--- src/rtl/shift_pkg.sv ---
// Shared widths, operation encodings and FSM state type for the sequential right shifter.
package shift_pkg;

  localparam int WIDTH = 16;
  localparam int CNT_W = 4;

  localparam logic [1:0] OP_ROR = 2'b00;
  localparam logic [1:0] OP_SRL = 2'b01;
  localparam logic [1:0] OP_SRA = 2'b10;
  localparam logic [1:0] OP_SRF = 2'b11;

  typedef enum logic [1:0] {
    IDLE  = 2'b00,
    SHIFT = 2'b01,
    DONE  = 2'b10
  } state_e;

endpackage

--- src/rtl/rshift_stage.sv ---
// One binary-weighted right-shift stage; amount is one-hot (1/2/4/8).
module rshift_stage
  import shift_pkg::*;
(
  input  logic [WIDTH-1:0] data_i,
  input  logic [CNT_W-1:0] amount_i,
  input  logic             enable_i,
  input  logic [1:0]       op_i,
  input  logic             fill_i,
  output logic [WIDTH-1:0] data_o
);

  logic ror;
  assign ror = (op_i == OP_ROR);

  always_comb begin
    data_o = data_i;
    if (enable_i) begin
      // Rotate feeds the shifted-out LSBs back in; every other op uses the resolved fill bit.
      case (amount_i)
        4'd1:    data_o = {(ror ? data_i[0]   : fill_i),       data_i[15:1]};
        4'd2:    data_o = {(ror ? data_i[1:0] : {2{fill_i}}),  data_i[15:2]};
        4'd4:    data_o = {(ror ? data_i[3:0] : {4{fill_i}}),  data_i[15:4]};
        4'd8:    data_o = {(ror ? data_i[7:0] : {8{fill_i}}),  data_i[15:8]};
        default: data_o = data_i;
      endcase
    end
  end

endmodule

--- src/rtl/shift_right_seq.sv ---
// Sequential right shift/rotate: four stages of 1/2/4/8 applied over four SHIFT cycles.
// state | meaning
// IDLE  | waiting for Start
// SHIFT | applying stage k = 0..3 to the working register
// DONE  | Out valid for one cycle; Start here chains the next operation
module shift_right_seq
  import shift_pkg::*;
#(
  parameter int WIDTH_P = WIDTH
) (
  input  logic               clk,
  input  logic               rst,
  input  logic               Start,
  input  logic [WIDTH_P-1:0] In,
  input  logic [CNT_W-1:0]   Cnt,
  input  logic [1:0]         Op,
  input  logic               Fill_bit,
  output logic [WIDTH_P-1:0] Out,
  output logic               Busy,
  output logic               Done
);

  state_e           state_q, state_d;
  logic [1:0]       k_q, k_d;
  logic [WIDTH-1:0] work_q, work_d;
  logic [WIDTH-1:0] out_q, out_d;
  logic [CNT_W-1:0] cnt_q, cnt_d;
  logic [1:0]       op_q, op_d;
  logic             fill_q, fill_d;
  logic [WIDTH-1:0] stage_out;
  logic [CNT_W-1:0] stage_amt;

  assign stage_amt = 4'b0001 << k_q;

  rshift_stage u_stage (
    .data_i   (work_q),
    .amount_i (stage_amt),
    .enable_i (cnt_q[k_q]),
    .op_i     (op_q),
    .fill_i   (fill_q),
    .data_o   (stage_out)
  );

  always_ff @(posedge clk or posedge rst) begin
    if (rst) begin
      state_q <= IDLE;
      k_q     <= 2'd0;
      work_q  <= '0;
      out_q   <= '0;
      cnt_q   <= '0;
      op_q    <= 2'b00;
      fill_q  <= 1'b0;
    end else begin
      state_q <= state_d;
      k_q     <= k_d;
      work_q  <= work_d;
      out_q   <= out_d;
      cnt_q   <= cnt_d;
      op_q    <= op_d;
      fill_q  <= fill_d;
    end
  end

  always_comb begin
    state_d = state_q;
    k_d     = k_q;
    work_d  = work_q;
    out_d   = out_q;
    cnt_d   = cnt_q;
    op_d    = op_q;
    fill_d  = fill_q;
    case (state_q)
      IDLE, DONE: begin
        if (Start) begin
          state_d = SHIFT;
          k_d     = 2'd0;
          work_d  = In;
          cnt_d   = Cnt;
          op_d    = Op;
          // Resolve the fill once at capture so the stage only sees a single bit.
          fill_d  = (Op == OP_SRA) ? In[WIDTH-1] :
                    (Op == OP_SRF) ? Fill_bit : 1'b0;
        end else begin
          state_d = IDLE;
        end
      end
      SHIFT: begin
        work_d = stage_out;
        if (k_q == 2'd3) begin
          state_d = DONE;
          out_d   = stage_out;
        end else begin
          k_d = k_q + 2'd1;
        end
      end
      default: state_d = IDLE;
    endcase
  end

  assign Out  = out_q;
  assign Busy = (state_q == SHIFT);
  assign Done = (state_q == DONE);

endmodule

--- config.mk ---
export PLATFORM = sky130hd
export DESIGN_NAME = shift_right_seq
export DESIGN_NICKNAME = d
export VERILOG_FILES = /design/src/rtl/shift_pkg.sv /design/src/rtl/rshift_stage.sv /design/src/rtl/shift_right_seq.sv
export SDC_FILE = /design/constraint.sdc
export NUM_CORES = 1
export LEC_CHECK = 0
export CAP_MARGIN = 20
export CORE_ASPECT_RATIO = 1.4
export CORE_UTILIZATION = 40
export CTS_BUF_LIST = sky130_fd_sc_hd__clkbuf_8
export DETAILED_ROUTE_END_ITERATION = 10
export PLACE_DENSITY = 0.73
export SKIP_LAST_GASP = 1
export SYNTH_ARGS = -nofsm -noshare
export SYNTH_HDL_FRONTEND = slang
export SYNTH_SLANG_ARGS = --single-unit
--- constraint.sdc ---
create_clock -name clk -period 7.3 [get_ports clk]
set_clock_uncertainty 0.2 [all_clocks]
set_input_delay 1.46 -clock clk [delete_from_list [all_inputs] [get_ports clk]]
set_output_delay 1.46 -clock clk [all_outputs]
set_load 0.01 [all_outputs]
==> results.json <==
{
  "slew_viol_final": 0,
  "setup-violations-final": 0,
  "startpoint": "state_q[0]",
  "antenna_found_initial": 0,
  "cp_max_fo": 5,
  "wl_per_cell_um": 17.5,
  "arrival_ps": 1650,
  "nNetsFinal": 324,
  "htree_levels": 2,
  "tns_ps": 0,
  "synth_edf_count": 0,
  "cp.required_ps": 5640,
  "die_area_um2": 6410,
  "r2r_start": "k_q[0]",
  "drv_cap": 0,
  "post-place-ws_ps": 3660,
  "synth_top_area_share_pct": 44.2,
  "drt_iter0_drc": 170,
  "portBuffers": 43,
  "drc": 0,
  "grt_start_max_net_pins": 44,
  "globalplace.congestion": 0.873,
  "hold_viol": 0,
  "synth_top_area_cell": "dfrtp_1",
  "area_growth_pct": 21.9,
  "min_path_type": "flip-flop to flip-flop",
  "fill_cells": 577,
  "cts_tree": "done",
  "yosysMostFrequentCell": "nand2_1",
  "fp.dieH_um": 94.3,
  "grt_use_total_pct": 21.7,
  "synth_area_leaders": "dfrtp_1 44%, nand2_1 6.8%, a22oi_1 6.2%",
  "timing.final.crit_period_ps": 3310,
  "status": "completed",
  "synth_cell_type_count": 41,
  "synth_seq_cells": 43,
  "total_power_mw": 1.48,
  "cts_root_buffer": "clkbuf_8",
  "setup_ws_ps": 3990,
  "antenna_cells": 0,
  "cts_inserted_buffers": 5,
  "coreArea_um2": 5860,
  "post_dp_cell_area_um2": 2880,
  "cts_hold_buf": 0,
  "ctsResizeCount": 0,
  "crit_path_start_kind": "flip-flop",
  "synthFlopType": "dfrtp_1",
  "cts_buffer_depth": 2,
  "synth_fp_nets": 288,
  "design_area_um2": 2970,
  "clk_latency_ps": 300,
  "r2r_slack_ps": 4530,
  "hold_start": "Out[3]",
  "drive_above_1_share_pct": 9.31,
  "synthesis.area_um2": 2430,
  "vias": 2141,
  "syn_inst": 254,
  "die_width_um": 67.9,
  "ir_drop_v": 0.000304,
  "fp-row-count": 33,
  "worst_slew_pin_slew_ps": 874,
  "seq_area_frac_synth_pct": 44.2,
  "yosys_warnings": 0,
  "pwr_density_cell_nw_per_um2": 497,
  "crit_type": "flip-flop to output pin",
  "rsz0062_at_grt": "no",
  "synth-async-reset-ratio_pct": 100,
  "p_leak_nw": 1.30,
  "finalNonFillerCells": 360,
  "post-dp-hpwl_mm": 4.43,
  "period_share_pct": 45.3,
  "ios": 44,
  "post-cts-setup-buffers": 0,
  "overflow": 0,
  "fmax_mhz": 303,
  "cts.sinks": 43,
  "initial_core_util_pct": 41.5,
  "dp_cells": 353,
  "ant_nets": 0,
  "clk_pin_slew_ps": 80,
  "end_kind": "output pin",
  "grt_pass1_vias": 2084,
  "synth_commonest_cells": "44 x nand2_1, 43 x dfrtp_1, 20 x a22oi_1",
  "maxSlewHeadroom_pct": 41.7,
  "drt-pass1-iter-count": 4,
  "avgViaCountPerCell": 5.95,
  "syn_area_per_cell_um2": 9.59,
  "grt_pass1_wl_mm": 10.5,
  "routed_wl_mm": 6.30
}
## worst max-delay path: stages, from the launching register on
cell and delay (ps):
dfrtp_1 410, nor2b_1 340, clkdlybuf4s50_1 610
## state kept, by name (all words and copies together) (netlist names)
signal,flops
Out,16
cnt_q,4
fill_q,1
k_q,2
op_q,2
state_q,2
work_q,16
## worst paths after layout
| kind | cells after the start | to |
|---|---|---|
| worst max-delay path | 2 | Busy |
| worst min-delay path | 2 | Out[3] |
| worst max register to register | 5 | work_q[10] |
| worst min register to register | 2 | Out[3] |
| max in group asynchronous | 3 | work_q[13] |
| min in group asynchronous | 3 | Out[12] |
## routing by layer
metal | vias to the layer above | share of wire, % | track usage, % | wire, um
li1 | 1018 | - | - | -
met1 | 1042 | 41 | 28.1 | 2600
met2 | 73 | 52 | 36.3 | 3300
met3 | 8 | 4.8 | 3.28 | 300
met4 | 0 | 1.5 | 6.60 | 92
met5 | - | 0 | 0 | 0
## layout make-up
| cell class | instances | area (um2) | share of cell area, % |
|---|---|---|---|
| tap | 70 | 87.6 | 2.95 |
| clock inverter | 1 | 5.00 | 0.169 |
| sequential | 43 | 1080 | 36.2 |
| inverter | 8 | 30.0 | 1.01 |
| clock buffer | 6 | 82.6 | 2.78 |
| timing repair buffer | 45 | 445 | 15.0 |
| multi-input combinational | 187 | 1240 | 41.8 |
## per-stage QoR
stage / hold WS, ps / util (%)
after floorplan: 240 / -
after global placement: 254 / 49.1
after detailed placement: 271 / 49.1
after CTS: 290 / 50.6
after global routing: 316 / 50.6
final: 281 / 50.6
## cells in the final DEF (no fill, tap or decap), types with 2 or more instances in the layout
| cell type | count |
|---|---|
| nand2_1 | 44 |
| dfrtp_1 | 43 |
| clkdlybuf4s50_1 | 43 |
| a22oi_1 | 20 |
| nor2_1 | 17 |
| o31ai_1 | 11 |
| nand3_1 | 10 |
| and3_1 | 9 |
| o21ai_0 | 9 |
| o221a_2 | 8 |
| ha_1 | 8 |
| inv_1 | 7 |
| clkbuf_8 | 6 |
| a21o_1 | 4 |
| a22o_1 | 4 |
| a222oi_1 | 4 |
| a31o_2 | 4 |
| a221o_1 | 4 |
| a221oi_1 | 3 |
| a2bb2oi_1 | 3 |
| nor2b_1 | 3 |
| and2_1 | 3 |
| mux2i_1 | 2 |
| a211oi_1 | 2 |
| buf_4 | 2 |
## cell families after synthesis
group,Yosys count,share of synthesized area [%]
and+or+nand+nor,93,17.5
adders and majority gates,8,4.11
buffers and inverters,24,4.78
AOI/OAI and AO/OA,83,27.7
DFF,43,44.2
muxes,3,1.75
## report_power, final
| group | internal, mW | switching (mW) | leakage (nW) |
|---|---|---|---|
| Combinational | 0.390 | 0.441 | 0.730 |
| Clock | 0.0743 | 0.0798 | 0.0470 |
| Sequential | 0.355 | 0.137 | 0.522 |
| Total | 0.820 | 0.657 | 1.30 |
Note: power is estimated with default switching activity, not from simulation.
